<file path="src/rtl/alu_issue_stage.sv">
// alu_issue_stage: decodes the LA32R integer ALU subset, reads the register
// file combinationally and issues op/operands through a one-entry
// valid/ready slot toward the execute stage.
module alu_issue_stage #(
  parameter int ILLEGAL_AS_NOP = 1
) (
  input  logic        clk,
  input  logic        rst,
  input  logic        in_valid,
  output logic        in_ready,
  input  logic [31:0] in_inst,
  input  logic [31:0] in_pc,
  input  logic        flush,
  output logic [4:0]  rf_raddr0,
  output logic [4:0]  rf_raddr1,
  input  logic [31:0] rf_rdata0,
  input  logic [31:0] rf_rdata1,
  output logic        out_valid,
  input  logic        out_ready,
  output logic [4:0]  alu_op,
  output logic [31:0] alu_src0,
  output logic [31:0] alu_src1,
  output logic        wb_en,
  output logic [4:0]  wb_rd,
  output logic [31:0] out_pc,
  output logic        ill
);

  localparam logic [4:0] OP_ADD  = 5'b00000;
  localparam logic [4:0] OP_SLT  = 5'b00100;
  localparam logic [4:0] OP_SLTU = 5'b00101;
  localparam logic [4:0] OP_AND  = 5'b01001;
  localparam logic [4:0] OP_OR   = 5'b01010;
  localparam logic [4:0] OP_XOR  = 5'b01011;
  localparam logic [4:0] OP_SLL  = 5'b01110;
  localparam logic [4:0] OP_SRL  = 5'b01111;
  localparam logic [4:0] OP_SRA  = 5'b10000;
  localparam logic [4:0] OP_LU12 = 5'b10011;
  localparam logic [4:0] OP_PCAU = 5'b10111;

  logic        r_valid;
  logic [4:0]  r_alu_op;
  logic [31:0] r_src0;
  logic [31:0] r_src1;
  logic        r_wb_en;
  logic [4:0]  r_wb_rd;
  logic [31:0] r_pc;
  logic        r_ill;

  logic        w_legal;
  logic [4:0]  w_op;
  logic [31:0] w_src0;
  logic [31:0] w_src1;
  logic        w_wb_en;
  logic        w_accept;
  logic [31:0] w_si12;
  logic [31:0] w_ui12;
  logic [31:0] w_u20;

  assign rf_raddr0 = in_inst[9:5];
  assign rf_raddr1 = in_inst[14:10];

  assign w_si12 = {{20{in_inst[21]}}, in_inst[21:10]};
  assign w_ui12 = {20'b0, in_inst[21:10]};
  assign w_u20  = {in_inst[24:5], 12'b0};

  assign in_ready = !r_valid || out_ready;
  assign w_accept = in_valid && in_ready;
  assign w_wb_en  = w_legal && (in_inst[4:0] != 5'd0);

  // Decode: the reg-reg funct field doubles as the ALU opcode; illegal words
  // collapse to ADD 0+0 so the slot contents stay deterministic.
  always_comb begin
    w_legal = 1'b1;
    w_op    = OP_ADD;
    w_src0  = rf_rdata0;
    w_src1  = rf_rdata1;
    if (in_inst[31:15] inside {17'h00020, 17'h00022, 17'h00024, 17'h00025,
                               17'h00029, 17'h0002A, 17'h0002B, 17'h0002E,
                               17'h0002F, 17'h00030}) begin
      w_op = in_inst[19:15];
    end else if (in_inst[31:15] == 17'h00081) begin
      w_op   = OP_SLL;
      w_src1 = {27'b0, in_inst[14:10]};
    end else if (in_inst[31:15] == 17'h00089) begin
      w_op   = OP_SRL;
      w_src1 = {27'b0, in_inst[14:10]};
    end else if (in_inst[31:15] == 17'h00091) begin
      w_op   = OP_SRA;
      w_src1 = {27'b0, in_inst[14:10]};
    end else if (in_inst[31:22] == 10'h008) begin
      w_op   = OP_SLT;
      w_src1 = w_si12;
    end else if (in_inst[31:22] == 10'h009) begin
      w_op   = OP_SLTU;
      w_src1 = w_si12;
    end else if (in_inst[31:22] == 10'h00A) begin
      w_op   = OP_ADD;
      w_src1 = w_si12;
    end else if (in_inst[31:22] == 10'h00D) begin
      w_op   = OP_AND;
      w_src1 = w_ui12;
    end else if (in_inst[31:22] == 10'h00E) begin
      w_op   = OP_OR;
      w_src1 = w_ui12;
    end else if (in_inst[31:22] == 10'h00F) begin
      w_op   = OP_XOR;
      w_src1 = w_ui12;
    end else if (in_inst[31:25] == 7'h0A) begin
      w_op   = OP_LU12;
      w_src0 = 32'd0;
      w_src1 = w_u20;
    end else if (in_inst[31:25] == 7'h0E) begin
      w_op   = OP_PCAU;
      w_src0 = in_pc;
      w_src1 = w_u20;
    end else begin
      w_legal = 1'b0;
      w_op    = OP_ADD;
      w_src0  = 32'd0;
      w_src1  = 32'd0;
    end
  end

  // Issue slot: flush wins over accept, payload only moves on accept so a
  // stalled slot holds every output.
  always_ff @(posedge clk) begin
    if (rst) begin
      r_valid  <= 1'b0;
      r_alu_op <= 5'd0;
      r_src0   <= 32'd0;
      r_src1   <= 32'd0;
      r_wb_en  <= 1'b0;
      r_wb_rd  <= 5'd0;
      r_pc     <= 32'd0;
      r_ill    <= 1'b0;
    end else begin
      if (flush)
        r_valid <= 1'b0;
      else if (in_ready)
        r_valid <= w_accept && (w_legal || (ILLEGAL_AS_NOP != 0));
      if (w_accept) begin
        r_alu_op <= w_op;
        r_src0   <= w_src0;
        r_src1   <= w_src1;
        r_wb_en  <= w_wb_en;
        r_wb_rd  <= in_inst[4:0];
        r_pc     <= in_pc;
        r_ill    <= !w_legal;
      end
    end
  end

  assign out_valid = r_valid;
  assign alu_op    = r_alu_op;
  assign alu_src0  = r_src0;
  assign alu_src1  = r_src1;
  assign wb_en     = r_wb_en;
  assign wb_rd     = r_wb_rd;
  assign out_pc    = r_pc;
  assign ill       = r_ill;

endmodule

</file>
<file path="config.mk">
export PLATFORM = sky130hd
export DESIGN_NAME = alu_issue_stage
export DESIGN_NICKNAME = d
export VERILOG_FILES = /design/src/rtl/alu_issue_stage.sv
export SDC_FILE = /design/constraint.sdc
export NUM_CORES = 1
export LEC_CHECK = 0
export BUFFER_PORTS_ARGS = -buffer_cell sky130_fd_sc_hd__buf_2
export CORE_ASPECT_RATIO = 1.25
export CORE_MARGIN = 3
export CORE_UTILIZATION = 40
export CTS_CLUSTER_DIAMETER = 50
export CTS_CLUSTER_SIZE = 28
export DETAILED_ROUTE_END_ITERATION = 7
export PLACE_DENSITY = 0.75
export SYNTH_ARGS = -nofsm -noshare
export SYNTH_HDL_FRONTEND = slang
export SYNTH_SLANG_ARGS = --single-unit
</file>
<file path="constraint.sdc">
create_clock -name clk -period 1.5 [get_ports clk]
set_input_delay 0.15 -clock clk [delete_from_list [all_inputs] [get_ports clk]]
set_output_delay 0.15 -clock clk [all_outputs]
set_load 0.01 [all_outputs]
</file>
==> results.py, run 1 <==
metrics = {
    "yosys": {
        "async_flop_share_pct": 0,
        "syn-cell-area_um2": 4750,
        "yosys_warnings": 0,
        "ys_seq_elements": 109,
        "ys.flop_type": "dfxtp_1",
        "synth_edf_count": 0,
        "syn-mean-instance-area_um2": 8.08,
        "ys_seq_area_share_pct": 45.9,
        "syn_inst": 588,
        "synth_nets": 721,
        "synthDistinctLibCells": 45,
    },
    "setup_path": {
        "required_ns": 1.75,
        "cp_cell_sequence": "buf_2 > and4bb_1 > or4b_1 > nor4_4 > a311oi_1 > o41ai_1",
        "arrival_ns": 1.64,
        "crit_path_max_fanout": 4,
        "critPathCaptureType": "register",
        "start_kind": "primary input",
        "ff2ff_path_depth": 6,
        "slowest_delay_ns": 0.49,
        "reg2reg_slack_ns": 0.14,
        "startpoint": "in_inst[17]",
        "reg2reg_from": "out_valid",
        "crit_type": "in -> reg",
        "slowest_stage": "or4b_1",
        "r2r_end": "alu_src0[15]",
    },
    "final_layout": {
        "diodes": 0,
        "stdcell_area_um2": 6850,
        "syn2layout_area_growth_pct": 44.2,
        "regArea_um2": 2180,
        "post_route_cells_drive_above_1_share_pct": 40.2,
        "multi_input_area_um2": 2300,
        "final_cell_mix": "buf_2 (252), a21oi_1 (112), dfxtp_1 (109)",
        "num-fill-cells": 1067,
        "final_common_cell": "buf_2",
        "nets": 989,
    },
    "clock_tree": {
        "ctsHtreeMaxLevel": 3,
        "cts_root_buffer": "clkbuf_16",
        "cts_tree": "done",
        "clock_sinks": 109,
        "clk_pin_slew_ns": 0.08,
        "cts_buffer_depth": 2,
        "clkLatencyLatePin_ns": 0.35,
        "cts_buffers": 9,
    },
    "timing": {
        "slew_viol_final": 0,
        "fin_crit_sh_pct": 92.8,
        "hold_violations": 0,
        "worst_pin_slew_ns": 0.492,
        "post-route-min-period_ns": 1.39,
        "rsz0062_at_grt": "true",
        "final-setup-viol-count": 0,
        "fin_hold_ws_ns": 0.0481,
        "clock_skew_ns": 0.00708,
        "fmax_mhz": 718,
        "slew_headroom_pct": 67.2,
    },
    "placed_design": {
        "port_buffers": 252,
        "routabilityCongestion": 0.894,
        "dpl_cell_area_um2": 6510,
        "place_hpwl_um": 12500,
    },
    "routing": {
        "ant_nets": 0,
        "drc": 0,
        "detail_route.wl_per_cell_um": 16.4,
        "vias": 5356,
        "vias_per_cell": 5.26,
        "drt_iter0_drc": 193,
        "drtPass1Iterations": 4,
        "drt_wl_total_um": 16700,
    },
    "hold_path": {
        "hold_start": "in_pc[18]",
        "min_path_type": "in -> reg",
        "hold_depth": 3,
        "min_to": "out_pc[18]",
    },
    "floorplanning": {
        "die_y_um": 128,
        "initial_core_util_pct": 41.9,
        "fp-row-count": 43,
        "die_x_um": 104,
        "core-area_um2": 11400,
        "dieArea_um2": 13200,
        "ios": 253,
    },
    "outcome": {
        "outcome": "finished, final reports clean",
    },
    "pwr": {
        "p_leak_nw": 3.15,
        "p_per_area_nw_per_um2": 938,
        "vdd_drop_max_v": 0.000508,
    },
    "global_routing": {
        "grt_pass1_vias": 5214,
        "grt_usage_pct": 24.3,
        "grt_max_degree": 48,
        "antenna_found_initial": 1,
        "grt_pass1_wl_um": 26200,
        "grt.overflow.total": 0,
    },
    "flow_run": {
        "max_cap_violations": 0,
    },
}
-- cell usage after synthesis (all sizes together) (3+ instances only) --
library cell,n,area (um^2)
nand2,89,334
a31oi,6,37.5
dfxtp,109,2180
a221oi,7,61.3
nor3,4,20.0
o21ai,82,410
o22ai,11,68.8
a21oi,114,586
a2bb2oi,11,96.3
nand4,3,18.8
nand3,7,35.0
clkbuf,40,150
nor4,3,37.5
o2111ai,5,43.8
a211oi,3,22.5
inv,3,11.3
buf,23,149
and2,9,56.3
a22oi,16,120
and3,4,25.0
nor2,14,52.6
-- power breakdown --
group          internal, W  switching, W  total [W]  leakage, nW
Sequential         0.00303     0.0000654    0.00310        0.895
Combinational     0.000469      0.000568    0.00104         2.12
Clock              0.00116       0.00114    0.00230        0.140
Total              0.00466       0.00177    0.00643         3.15
-- cells by family after synthesis --
| logic type | count (synthesis) | synth area share (%) |
|---|---|---|
| AOI/OAI and AO/OA | 268 | 32.9 |
| buffers and inverters | 66 | 6.53 |
| DFF | 109 | 45.9 |
| and+or+nand+nor | 145 | 14.6 |
-- layer usage --
| metal | share of wire (%) | vias to the layer above | track usage (%) | routed length, um |
|---|---|---|---|---|
| li1 | - | 2655 | - | - |
| met1 | 40 | 2449 | 28.6 | 6640 |
| met4 | 1.8 | 2 | 7.75 | 308 |
| met3 | 7.2 | 26 | 6.05 | 1200 |
| met5 | 0.066 | - | 0 | 11 |
| met2 | 51 | 224 | 43.8 | 8540 |
-- what timing repair did --
item,CTS,global route
buffers inserted,0,1
pin swaps,0,1
endpoints found under the hold margin,1,0
endpoints found under the setup margin,1,58
gates resized for setup,1,4
hold buffers,1,0
-- worst max-delay path by stage --
stage / cells after the start / to / slack [ns]
after CTS: 5 / alu_src0[26] / 0.02
final: 6 / alu_op[1] / 0.11
after global placement: 7 / alu_src0[18] / -0.31
after floorplan: 7 / alu_src0[20] / -0.02
after global routing: 6 / alu_src0[25] / -0.01
after detailed placement: 7 / alu_src1[2] / -0.37
-- metrics by stage --
step	power (W)	utilization, %	setup WS, ns	instances	setup TNS [ns]
2_1_floorplan	0.00362	-	-0.0246	588	-0.572
3_3_place_gp	0.00418	57.4	-0.315	1000	-15.55
3_5_place_dp	0.00418	57.4	-0.365	1000	-17.04
4_1_cts	0.00648	60.0	0.0204	1017	0
5_1_grt	0.00671	60.4	-0.0149	1018	-0.0439
6_report	0.00643	60.4	0.107	1018	0
-- sequential cells by signal, indices dropped and copies added (netlist names) --
signal	count
out_valid	1
alu_src0	32
out_pc	32
alu_op	5
alu_src1	32
ill	1
wb_rd	5
wb_en	1
-- cell type report --
class | instances | share of cell area (%)
Clock buffer | 9 | 3.29
Clock inverter | 7 | 0.840
Inverter | 3 | 0.164
Multi-Input combinational cell | 413 | 33.6
Sequential cell | 109 | 31.8
Tap cell | 157 | 2.87
Timing Repair Buffer | 320 | 27.5
-- worst max-delay path, delay by kind of cell --
kind	cells	cell delay [ns]
AO/OA/AOI/OAI	2	0.32
AND/OR/NAND/NOR	3	1.03
buffers and inverters	1	0.13
Note: power is estimated with default switching activity, not from simulation.
==> run 2, diff against run 1 <==
--- a/config.mk
+++ b/config.mk
@@ -12,6 +12,7 @@
 export CTS_CLUSTER_DIAMETER = 50
 export CTS_CLUSTER_SIZE = 28
 export DETAILED_ROUTE_END_ITERATION = 7
+export HOLD_SLACK_MARGIN = 0.06
 export PLACE_DENSITY = 0.75
 export SYNTH_ARGS = -nofsm -noshare
 export SYNTH_HDL_FRONTEND = slang
==> constraint.sdc (replaced) <==
create_clock -name clk -period 1.2 [get_ports clk]
set_input_delay 0.12 -clock clk [delete_from_list [all_inputs] [get_ports clk]]
set_output_delay 0.12 -clock clk [all_outputs]
set_load 0.01 [all_outputs]
==> results.py, run 2 (synthesis results as in run 1) <==
metrics = {
    "outcome": {
        "outcome": "complete, but fails checks",
        "violations": "negative setup slack",
    },
    "floorplanning": {
        "die_y_um": 128,
        "fp-row-count": 43,
        "dieArea_um2": 13200,
        "die_x_um": 104,
        "ios": 253,
        "initial_core_util_pct": 41.9,
        "core-area_um2": 11400,
    },
    "clock_tree": {
        "clkLatencyLatePin_ns": 0.35,
        "clock_sinks": 109,
        "cts_tree": "done",
        "ctsHtreeMaxLevel": 3,
        "holdBufCountCts": 79,
        "cts_buffer_depth": 2,
        "cts_root_buffer": "clkbuf_16",
        "cts_buffers": 9,
        "clk_pin_slew_ns": 0.07,
    },
    "global_routing": {
        "grt_max_degree": 35,
        "grt.overflow.total": 0,
        "antenna_found_initial": 2,
        "grt_usage_pct": 30.5,
        "grt_pass1_vias": 6233,
        "grt_pass1_wl_um": 32600,
    },
    "timing": {
        "clock_skew_ns": 0.00571,
        "fin_crit_sh_pct": 114,
        "worst_pin_slew_ns": 0.472,
        "post-route-min-period_ns": 1.37,
        "setup-tns-final_ns": -7.77,
        "fin_ws_ns": -0.172,
        "fmax_mhz": 729,
        "rsz0062_at_grt": "true",
        "slew_headroom_pct": 68.5,
        "slew_viol_final": 0,
        "final-setup-viol-count": 99,
        "hold_violations": 0,
    },
    "routing": {
        "drtPass1Iterations": 5,
        "ant_nets": 0,
        "vias_per_cell": 5.84,
        "vias": 6691,
        "detail_route.wl_per_cell_um": 21.4,
        "drt_wl_total_um": 24500,
        "drc": 0,
        "drt_iter0_drc": 456,
    },
    "setup_path": {
        "crit_path_max_fanout": 9,
        "r2r_end": "alu_src1[4]",
        "ff2ff_path_depth": 6,
        "arrival_ns": 1.60,
        "start_kind": "register",
        "reg2reg_slack_ns": -0.17,
        "required_ns": 1.43,
        "reg2reg_from": "out_valid",
        "critPathCaptureType": "register",
        "crit_type": "reg -> reg",
    },
    "pwr": {
        "vdd_drop_max_v": 0.000674,
        "p_per_area_nw_per_um2": 963,
        "p_leak_nw": 4.08,
    },
    "hold_path": {
        "hold_start": "rst",
        "min_to": "out_pc[29]",
        "min_path_type": "in -> reg",
        "hold_depth": 2,
    },
    "final_layout": {
        "nets": 1115,
        "final_common_cell": "buf_2",
        "finalCoreUtilization_pct": 81.3,
        "post_route_cells_drive_above_1_share_pct": 52.7,
        "final_cell_mix": "buf_2 (243), dfxtp_1 (108), a21oi_1 (84)",
        "num-fill-cells": 648,
        "syn2layout_area_growth_pct": 94.2,
    },
    "placed_design": {
        "pre_cts_ws_ns": -0.529,
        "port_buffers": 252,
        "place_hpwl_um": 12900,
        "routabilityCongestion": 0.919,
    },
    "flow_run": {
        "max_cap_violations": 0,
    },
}
## run 2: what timing repair did
action,CTS,global route
setup buffers,14,8
endpoints found under the setup margin,94,101
cloned,4,17
pin swaps,18,53
hold endpoints to repair,78,1
resized for setup,78,168
## run 2: power by group
part	leakage, nW	switching, W	internal, W
logic	3.05	0.00104	0.00105
registers	0.895	0.000105	0.00379
clock network	0.137	0.00143	0.00147
total	4.08	0.00258	0.00631
## run 2: metrics by stage
| stage | std cells | hold WS (ns) | power, W | instance area, um^2 |
|---|---|---|---|---|
| after global placement | 1009 | 0.269 | 0.00528 | 6690 |
| after CTS | 1120 | 0.0103 | 0.00839 | 8250 |
| final | 1146 | 0.0148 | 0.00889 | 9230 |
| after global routing | 1145 | 0.0256 | 0.00918 | 9230 |
| after floorplan | 588 | 0.183 | 0.00456 | 4950 |
| after detailed placement | 1009 | 0.274 | 0.00530 | 6690 |
## run 2: cell type report
cell class,count,area [um^2],share of cell area (%)
timing repair buffer,446,3600,39.0
sequential,109,2190,23.7
clock inverter,5,35.0,0.380
antenna,3,7.51,0.0813
clock buffer,10,239,2.59
tap,157,196,2.13
multi-input combinational,413,2960,32.1
inverter,3,11.3,0.122
## run 2: worst max-delay path by stage
stage                   end   startpoint
5_1_grt        alu_src0[25]  in_inst[25]
3_3_place_gp   alu_src0[17]  in_inst[22]
6_report        alu_src1[4]    out_valid
4_1_cts        alu_src0[31]  in_inst[22]
2_1_floorplan  alu_src1[12]  in_inst[18]
3_5_place_dp    alu_src0[6]  in_inst[16]
## run 2: per-layer routing
layer / global-route usage [%] / part of all wire (%)
met1: 33.0 / 34
met2: 55.5 / 51
met3: 6.35 / 8.4
met4: 17.4 / 5.9
met5: 0 / 0
## run 2: critical path, stage by stage, from the launching register on
cell and delay, ns:
dfxtp_4 0.37, nand2b_4 0.07, and2_4 0.19, buf_12 0.17, buf_8 0.14, o2111ai_2 0.21, o21ai_1 0.10
